$ cat src/rtl/logical_arbiter_if.sv
// One requester's port onto the shared logical unit: the op request
// and its one-entry response return path. The master modport is the
// requester side and the slave modport is the arbiter side.
interface logical_arbiter_if #(
  parameter int unsigned DWIDTH   = 32,
  parameter int unsigned OP_WIDTH = 5,
  parameter int unsigned CR_WIDTH = 4
);
  logic                req_valid;
  logic                req_ready;
  logic [OP_WIDTH-1:0] req_op;
  logic [DWIDTH-1:0]   req_a;
  logic [DWIDTH-1:0]   req_b;
  logic                rsp_valid;
  logic                rsp_ready;
  logic [DWIDTH-1:0]   rsp_res;
  logic [CR_WIDTH-1:0] rsp_cr;

  modport master (
    output req_valid, req_op, req_a, req_b, rsp_ready,
    input  req_ready, rsp_valid, rsp_res, rsp_cr
  );

  modport slave (
    input  req_valid, req_op, req_a, req_b, rsp_ready,
    output req_ready, rsp_valid, rsp_res, rsp_cr
  );
endinterface

$ cat src/rtl/logical_arbiter.sv
// Shares one combinational logical unit between two requesters.
// Round-robin grant, unit operands steered from the winner, and the
// unit's res/cr captured one cycle later into a per-requester buffer
// that is released with a valid/ready handshake.
module logical_arbiter #(
  parameter int unsigned DWIDTH   = 32,
  parameter int unsigned OP_WIDTH = 5,
  parameter int unsigned CR_WIDTH = 4
) (
  input  logic                clk,
  input  logic                reset,
  logical_arbiter_if.slave    ch0,
  logical_arbiter_if.slave    ch1,
  output logic [OP_WIDTH-1:0] lu_op,
  output logic [DWIDTH-1:0]   lu_a,
  output logic [DWIDTH-1:0]   lu_b,
  input  logic [DWIDTH-1:0]   lu_res,
  input  logic [CR_WIDTH-1:0] lu_cr
);

  typedef enum logic {
    GRANT_REQ0 = 1'b0,
    GRANT_REQ1 = 1'b1
  } grant_e;

  grant_e              last_grant_q;
  logic                rsp0_valid_q, rsp0_valid_d;
  logic                rsp1_valid_q, rsp1_valid_d;
  logic [DWIDTH-1:0]   rsp0_res_q;
  logic [DWIDTH-1:0]   rsp1_res_q;
  logic [CR_WIDTH-1:0] rsp0_cr_q;
  logic [CR_WIDTH-1:0] rsp1_cr_q;

  logic elig0, elig1;
  logic grant0, grant1;

  // Eligibility and round-robin grant; everything is forced low while reset is high
  always_comb begin
    elig0  = ~reset & ch0.req_valid & (~rsp0_valid_q | ch0.rsp_ready);
    elig1  = ~reset & ch1.req_valid & (~rsp1_valid_q | ch1.rsp_ready);
    grant0 = elig0 & (~elig1 | (last_grant_q == GRANT_REQ1));
    grant1 = elig1 & (~elig0 | (last_grant_q == GRANT_REQ0));
  end

  // Steer the winner's fields to the unit; all-zero when nobody is granted
  always_comb begin
    lu_op = '0;
    lu_a  = '0;
    lu_b  = '0;
    if (grant0) begin
      lu_op = ch0.req_op;
      lu_a  = ch0.req_a;
      lu_b  = ch0.req_b;
    end else if (grant1) begin
      lu_op = ch1.req_op;
      lu_a  = ch1.req_a;
      lu_b  = ch1.req_b;
    end
  end

  // Response-valid next state: a grant refills, otherwise hold until drained
  always_comb begin
    rsp0_valid_d = grant0 | (rsp0_valid_q & ~ch0.rsp_ready);
    rsp1_valid_d = grant1 | (rsp1_valid_q & ~ch1.rsp_ready);
  end

  // Response buffers and last-grant pointer; data loads only on grant
  always_ff @(posedge clk or posedge reset) begin
    if (reset) begin
      last_grant_q <= GRANT_REQ1;
      rsp0_valid_q <= 1'b0;
      rsp1_valid_q <= 1'b0;
      rsp0_res_q   <= '0;
      rsp1_res_q   <= '0;
      rsp0_cr_q    <= '0;
      rsp1_cr_q    <= '0;
    end else begin
      rsp0_valid_q <= rsp0_valid_d;
      rsp1_valid_q <= rsp1_valid_d;
      if (grant0) begin
        rsp0_res_q   <= lu_res;
        rsp0_cr_q    <= lu_cr;
        last_grant_q <= GRANT_REQ0;
      end
      if (grant1) begin
        rsp1_res_q   <= lu_res;
        rsp1_cr_q    <= lu_cr;
        last_grant_q <= GRANT_REQ1;
      end
    end
  end

  assign ch0.req_ready = grant0;
  assign ch1.req_ready = grant1;
  assign ch0.rsp_valid = rsp0_valid_q;
  assign ch1.rsp_valid = rsp1_valid_q;
  assign ch0.rsp_res   = rsp0_res_q;
  assign ch1.rsp_res   = rsp1_res_q;
  assign ch0.rsp_cr    = rsp0_cr_q;
  assign ch1.rsp_cr    = rsp1_cr_q;

endmodule
$ cat src/flat_wrapper.sv
// flat-port wrapper written by rule: the top's interface ports become plain ports
module logical_arbiter_flat 
#(
  parameter int unsigned DWIDTH   = 32,
  parameter int unsigned OP_WIDTH = 5,
  parameter int unsigned CR_WIDTH = 4
)
  (clk, reset, lu_op, lu_a, lu_b, lu_res, lu_cr, ch0_req_valid, ch0_req_op, ch0_req_a, ch0_req_b, ch0_rsp_ready, ch0_req_ready, ch0_rsp_valid, ch0_rsp_res, ch0_rsp_cr, ch1_req_valid, ch1_req_op, ch1_req_a, ch1_req_b, ch1_rsp_ready, ch1_req_ready, ch1_rsp_valid, ch1_rsp_res, ch1_rsp_cr);
  logical_arbiter_if #(.DWIDTH(DWIDTH), .OP_WIDTH(OP_WIDTH), .CR_WIDTH(CR_WIDTH)) ch0_i ();
  logical_arbiter_if #(.DWIDTH(DWIDTH), .OP_WIDTH(OP_WIDTH), .CR_WIDTH(CR_WIDTH)) ch1_i ();
  input  logic clk;
  input  logic reset;
  output logic [OP_WIDTH-1:0] lu_op;
  output logic [DWIDTH-1:0] lu_a;
  output logic [DWIDTH-1:0] lu_b;
  input  logic [DWIDTH-1:0] lu_res;
  input  logic [CR_WIDTH-1:0] lu_cr;
  input wire logic [$bits(ch0_i.req_valid)-1:0] ch0_req_valid;
  input wire logic [$bits(ch0_i.req_op)-1:0] ch0_req_op;
  input wire logic [$bits(ch0_i.req_a)-1:0] ch0_req_a;
  input wire logic [$bits(ch0_i.req_b)-1:0] ch0_req_b;
  input wire logic [$bits(ch0_i.rsp_ready)-1:0] ch0_rsp_ready;
  output wire logic [$bits(ch0_i.req_ready)-1:0] ch0_req_ready;
  output wire logic [$bits(ch0_i.rsp_valid)-1:0] ch0_rsp_valid;
  output wire logic [$bits(ch0_i.rsp_res)-1:0] ch0_rsp_res;
  output wire logic [$bits(ch0_i.rsp_cr)-1:0] ch0_rsp_cr;
  input wire logic [$bits(ch1_i.req_valid)-1:0] ch1_req_valid;
  input wire logic [$bits(ch1_i.req_op)-1:0] ch1_req_op;
  input wire logic [$bits(ch1_i.req_a)-1:0] ch1_req_a;
  input wire logic [$bits(ch1_i.req_b)-1:0] ch1_req_b;
  input wire logic [$bits(ch1_i.rsp_ready)-1:0] ch1_rsp_ready;
  output wire logic [$bits(ch1_i.req_ready)-1:0] ch1_req_ready;
  output wire logic [$bits(ch1_i.rsp_valid)-1:0] ch1_rsp_valid;
  output wire logic [$bits(ch1_i.rsp_res)-1:0] ch1_rsp_res;
  output wire logic [$bits(ch1_i.rsp_cr)-1:0] ch1_rsp_cr;
  assign ch0_i.req_valid = ch0_req_valid;
  assign ch0_i.req_op = ch0_req_op;
  assign ch0_i.req_a = ch0_req_a;
  assign ch0_i.req_b = ch0_req_b;
  assign ch0_i.rsp_ready = ch0_rsp_ready;
  assign ch0_req_ready = ch0_i.req_ready;
  assign ch0_rsp_valid = ch0_i.rsp_valid;
  assign ch0_rsp_res = ch0_i.rsp_res;
  assign ch0_rsp_cr = ch0_i.rsp_cr;
  assign ch1_i.req_valid = ch1_req_valid;
  assign ch1_i.req_op = ch1_req_op;
  assign ch1_i.req_a = ch1_req_a;
  assign ch1_i.req_b = ch1_req_b;
  assign ch1_i.rsp_ready = ch1_rsp_ready;
  assign ch1_req_ready = ch1_i.req_ready;
  assign ch1_rsp_valid = ch1_i.rsp_valid;
  assign ch1_rsp_res = ch1_i.rsp_res;
  assign ch1_rsp_cr = ch1_i.rsp_cr;
  logical_arbiter #(.DWIDTH(DWIDTH), .OP_WIDTH(OP_WIDTH), .CR_WIDTH(CR_WIDTH)) u_core (.clk(clk), .reset(reset), .ch0(ch0_i), .ch1(ch1_i), .lu_op(lu_op), .lu_a(lu_a), .lu_b(lu_b), .lu_res(lu_res), .lu_cr(lu_cr));
endmodule
$ cat config.mk
export PLATFORM = sky130hd
export DESIGN_NAME = logical_arbiter_flat
export DESIGN_NICKNAME = d
export VERILOG_FILES = /design/src/rtl/logical_arbiter_if.sv /design/src/rtl/logical_arbiter.sv /design/src/flat_wrapper.sv
export SDC_FILE = /design/constraint.sdc
export NUM_CORES = 1
export LEC_CHECK = 0
export CORE_AREA = 2 2 126 128
export CTS_BUF_LIST = sky130_fd_sc_hd__clkbuf_4 sky130_fd_sc_hd__clkbuf_8
export DETAILED_ROUTE_END_ITERATION = 12
export DIE_AREA = 0 0 128 130
export GPL_ROUTABILITY_DRIVEN = 1
export GPL_TIMING_DRIVEN = 0
export PLACE_DENSITY = 0.72
export SLEW_MARGIN = 40
export SYNTH_ARGS = -nofsm -noshare
export SYNTH_HDL_FRONTEND = slang
export SYNTH_SLANG_ARGS = --single-unit
$ cat constraint.sdc
create_clock -name clk -period 4.74 [get_ports clk]
set_input_delay 0.948 -clock clk [delete_from_list [all_inputs] [get_ports clk]]
set_output_delay 0.948 -clock clk [all_outputs]
set_load 0.01 [all_outputs]
# --- After elaboration in Yosys (flattened, before gate mapping) ---
# Cells that the tools add are included.
totals:
  reg_bits: 75
  in_bits: 180
  output_inout_bits: 145
  word_cells: 38
classes:
  n_mux: 8
  bitwise: 22
  n_reduce_logical: 1
ops:
  columns: ["operator", "count"]
  rows:
  - ["32-bit 2-to-1 mux", 4]
  - ["5-bit 2-to-1 mux", 2]
  - ["1-bit AND", 8]
  - ["1-bit inverter", 8]
  - ["1-bit OR", 6]
  - ["1-bit 2-to-1 mux", 2]
  - ["2-bit nonzero test", 1]

# --- Longest topological paths before layout ---
logic_depth:
  word_depth: 8
  mapped_depth: 6
  ltp_nobuf: 3

# --- Least setup slack after synthesis ---
# Ideal clock, no wire load.
synth_timing:
  path_kind: "in2out"
  startpoint: "input port reset"
  endpoint: "output port lu_b[22]"
  arrival_ns: 3.998
  path_slack_ns: -0.206
  stages: 5
  path_buffers: 2
  cell_sequence: "buf_6 -> inv_2 -> clkbuf_1 -> nand2_1 -> o32ai_2"
synth_via:
  elab_chain_len: 8
  word_cells_on_any_way: 13
  classes_between: "mux (2); bitwise (11)"
synth_lines:
  columns: ["item", "line_no", "text"]
  rows:
  - ["from (decl)", "flat_wrapper.sv:12", "input logic reset;"]
  - ["1-bit inverter (*)", "logical_arbiter.sv:39, logical_arbiter.sv:40", null]
  - ["1-bit AND (2 in series)", "logical_arbiter.sv:39", "elig0 = ~reset & ch0.req_valid & (~rsp0_valid_q | ch0.rsp_ready);"]
  - ["1-bit inverter", "logical_arbiter.sv:42", "grant1 = elig1 & (~elig0 | (last_grant_q == GRANT_REQ0));"]
  - ["1-bit OR", "logical_arbiter.sv:42", null]
  - ["1-bit AND", "logical_arbiter.sv:42", null]
  - ["32-bit 2-to-1 mux", "logical_arbiter.sv:54", "end else if (grant1) begin"]
  - ["32-bit 2-to-1 mux (*)", "logical_arbiter.sv:50", "if (grant0) begin"]
  - ["to (decl)", "flat_wrapper.sv:15", "output logic [DWIDTH-1:0] lu_b;"]
# Every way passes the cells marked *; elsewhere a longest branch is shown, timed or not.

# --- Worst setup path in the final report ---
layout_timing:
  startpoint: "input port ch0_rsp_ready"
  endpoint: "output port lu_b[27]"
layout_via:
  elab_chain_len: 7
  word_cells_on_any_way: 8
  classes_between: "mux (2); bitwise (6)"
layout_lines:
  columns: ["item", "line_no", "text"]
  rows:
  - ["from (decl)", "flat_wrapper.sv:22", "input wire logic [$bits(ch0_i.rsp_ready)-1:0] ch0_rsp_ready;"]
  - ["1-bit OR (*)", "logical_arbiter.sv:39", null]
  - ["1-bit AND (*)", "logical_arbiter.sv:39", null]
  - ["1-bit inverter", "logical_arbiter.sv:42", null]
  - ["1-bit OR", "logical_arbiter.sv:42", null]
  - ["1-bit AND", "logical_arbiter.sv:42", null]
  - ["32-bit 2-to-1 mux", "logical_arbiter.sv:54", null]
  - ["32-bit 2-to-1 mux (*)", "logical_arbiter.sv:50", null]
# Marks and branches as above.

==> flow_summary.ini <==
[clock_network]
clock_latency_ns = 0.35
holdBufCountCts = 0
cts_tree = yes
clk_pin_slew_ns = 0.08
root_buffer = clkbuf_8
cts_buffers = 9
postCtsSetupBuffers = 0
cts_sinks = 75
cts_resized = 0
htree_levels = 3
clock_path_buffers = 2

[placed_design]
dp_hpwl_um = 12500
io_buffers = 323
placed_area_mm2 = 0.00778
gp_congestion = 0.806

[global_route]
grt_first_pass_wirelength_um = 23000
grt_max_degree = 64
antenna_found_initial = 0
grt_use_total_pct = 17.7
grt_pass1_vias = 4351
grt.overflow.total = 0

[hold_path]
worst_hold_path_type = flop to flop
min_from = u_core.ch0.rsp_res[15]

[finish]
nets = 925
final.fill_count = 1439
num_antenna_cells = 0
final_cell_area_mm2 = 0.00796
drive_above_1_share_pct = 12.9
finish.utilization_pct = 51.6
areaGrowthSynthToFinish_pct = 86.3

[logic_synthesis]
syn-instance-count = 410
synth_edf_count = 0
ys_ff_latch = 75
synth_ff_type = dfrtp_1
synth_nets = 590
synth.area.top_cells = dfrtp_1, o32ai_1, mux2_2, nand2_1, inv_1
yosysWarnings = 0
async_flop_share_pct = 100
synth.avg_cell_area_um2 = 10.4
ys_top_cells_by_count = dfrtp_1, nand2_1, inv_1, o32ai_1, mux2_2
seq_area_frac_synth_pct = 44.0
yosysMostFrequentCell = dfrtp_1
synth_top_cell_area_share_pct = 43.3
syn-cell-area_mm2 = 0.00427
yosys.area.top_type = dfrtp_1
synth_cell_types = 22

[pwr]
power_frac_clock_pct = 17.3
seqPwrFrac_pct = 35.8
switchingPower_w = 0.000776
vdd_drop_max_mv = 0.159
power_frac_comb_pct = 46.9
power.internal_w = 0.00176
finalPower_w = 0.00254
p_leak_nw = 3.35
swShare_pct = 30.5
power.density_mw_per_mm2 = 319

[timing]
tightest_slew_ns = 0.645
hold_violations = 0
fin_crit_sh_pct = 88.6
drv_slew = 0
relSlewSlack_pct = 57.0
finalSetupViolCount = 0
fmax_mhz = 238
period_minus_slack_ns = 4.20
hold_ws_ns = 0.486
rsz0062_at_grt = false
skew_ns = 0.0123

[floorplan]
io_pins = 325
core-area_mm2 = 0.0154
dieArea_mm2 = 0.0166
die_w_um = 128
die_h_um = 130
rows = 46
start_util_pct = 27.7

[drt]
first_iter_violations = 184
dr.pass1.iters = 4
via_per_inst = 4.67
drc = 0
wl_per_cell_um = 16.4
wirelength_um = 15400
antenna_left = 0
vias = 4395

[setup_path]
worstPathArrival_ns = 3.25
crit_path_max_fanout = 10
crit_type = input port to primary output
crit_path_start = ch0_rsp_ready
cp_data_required_time_ns = 3.79
cp_common_cell = clkdlybuf4s50_1
critPathCaptureType = primary output
worstPathCellList = clkdlybuf4s50_1 > nor2b_4 > o211ai_2 > buf_2 > buf_4 > o32ai_1 > clkdlybuf4s50_1
cpPeakStageDelay_ns = 0.62
r2r-start = u_core.last_grant_q
start_kind = input port
slowest_stage = clkdlybuf4s50_1

[outcome]
run_status = finished, final reports clean

[run]
drv_cap = 0
-- flip-flops by register name, indices dropped and copies added, names as in the netlist --
register,count
u_core.ch0.rsp_cr,4
u_core.ch0.rsp_res,32
u_core.ch0.rsp_valid,1
u_core.ch1.rsp_cr,4
u_core.ch1.rsp_res,32
u_core.ch1.rsp_valid,1
u_core.last_grant_q,1
-- worst paths after layout --
check	end	slack, ns	cells past startpoint
setup / recovery	lu_b[27]	0.54	7
hold / removal	u_core.ch0.rsp_res[15]	0.49	1
setup reg to reg	u_core.ch1.rsp_res[5]	3.02	5
hold reg to reg	u_core.ch0.rsp_res[15]	0.49	1
max in group asynchronous	u_core.ch0.rsp_res[6]	3.40	4
min in group asynchronous	u_core.ch0.rsp_res[28]	0.77	3
-- cell usage in the layout (no fill, tap or decap) --
| master | Yosys | final |
|---|---|---|
| buf_4 | 3 | 3 |
| clkdlybuf4s50_1 | 0 | 323 |
| o211ai_2 | 2 | 2 |
| buf_16 | 0 | 1 |
| nor2b_4 | 3 | 3 |
| buf_8 | 2 | 2 |
| nand2_1 | 72 | 72 |
| o21ai_0 | 2 | 2 |
| o32ai_1 | 67 | 67 |
| buf_6 | 6 | 6 |
| nand2b_4 | 2 | 2 |
| mux2_4 | 16 | 16 |
| dfstp_2 | 1 | 1 |
| mux2_1 | 20 | 20 |
| clkinv_2 | 0 | 1 |
| clkinv_4 | 0 | 1 |
| clkbuf_4 | 0 | 3 |
| buf_2 | 3 | 3 |
| clkbuf_8 | 0 | 10 |
| inv_1 | 71 | 71 |
| inv_2 | 1 | 1 |
| mux2_2 | 36 | 36 |
| a211oi_4 | 1 | 1 |
| clkbuf_1 | 24 | 23 |
| o32ai_2 | 2 | 2 |
| or2_2 | 1 | 1 |
| clkinvlp_4 | 0 | 2 |
| a211o_1 | 1 | 1 |
| dfrtp_1 | 74 | 74 |
-- worst max-delay path, delay by kind of cell --
family	cells	cell delay (ns)
compound gates	2	0.55
buf+inv	4	1.52
simple gates	1	0.23
-- logic make-up (layout without fill, tap and decap cells) --
logic type	Yosys count	count (layout)	share of synthesized area [%]
flip-flops	75	75	44.0
AO/OA/AOI/OAI	75	75	16.0
multiplexers	72	72	20.4
buffers and inverters	110	450	11.6
AND/OR/NAND/NOR	78	78	8.08
-- cell type report --
type | instances | area [um2] | area share, %
clock buffers | 12 | 146 | 1.84
multi-input cells | 225 | 1900 | 23.9
inverters | 72 | 270 | 3.40
repair buffers | 324 | 3260 | 41.0
well taps | 192 | 240 | 3.02
plain buffers | 38 | 235 | 2.96
flip-flops and latches | 75 | 1880 | 23.6
clock inverters | 4 | 28.8 | 0.362
-- per-layer routing --
layer  vias to the layer above  track usage (%)  wire length, um
li1                       2100                -                -
met1                      2084             20.9             6150
met2                       190             31.1             7870
met3                        21             4.35             1040
met4                         0             6.59              381
met5                         -                0                0
-- power groups by stage --
stage / Combinational, W / Clock, W / Sequential [W]
floorplan: 0.000391 / 0 / 0.00100
global placement: 0.00119 / 0 / 0.000913
detailed placement: 0.00120 / 0 / 0.000924
CTS: 0.00121 / 0.000462 / 0.000911
global route: 0.00127 / 0.000493 / 0.000933
finish: 0.00119 / 0.000440 / 0.000910
-- per-stage QoR --
stage | std cells | setup TNS, ns | setup WS [ns]
2_1_floorplan | 410 | 0 | 1.12
4_1_cts | 942 | 0 | 0.499
5_1_grt | 942 | 0 | 0.454
3_3_place_gp | 925 | -0.238 | -0.126
6_report | 942 | 0 | 0.540
3_5_place_dp | 926 | 0 | 0.510
Power figures use the tool's default switching activity.
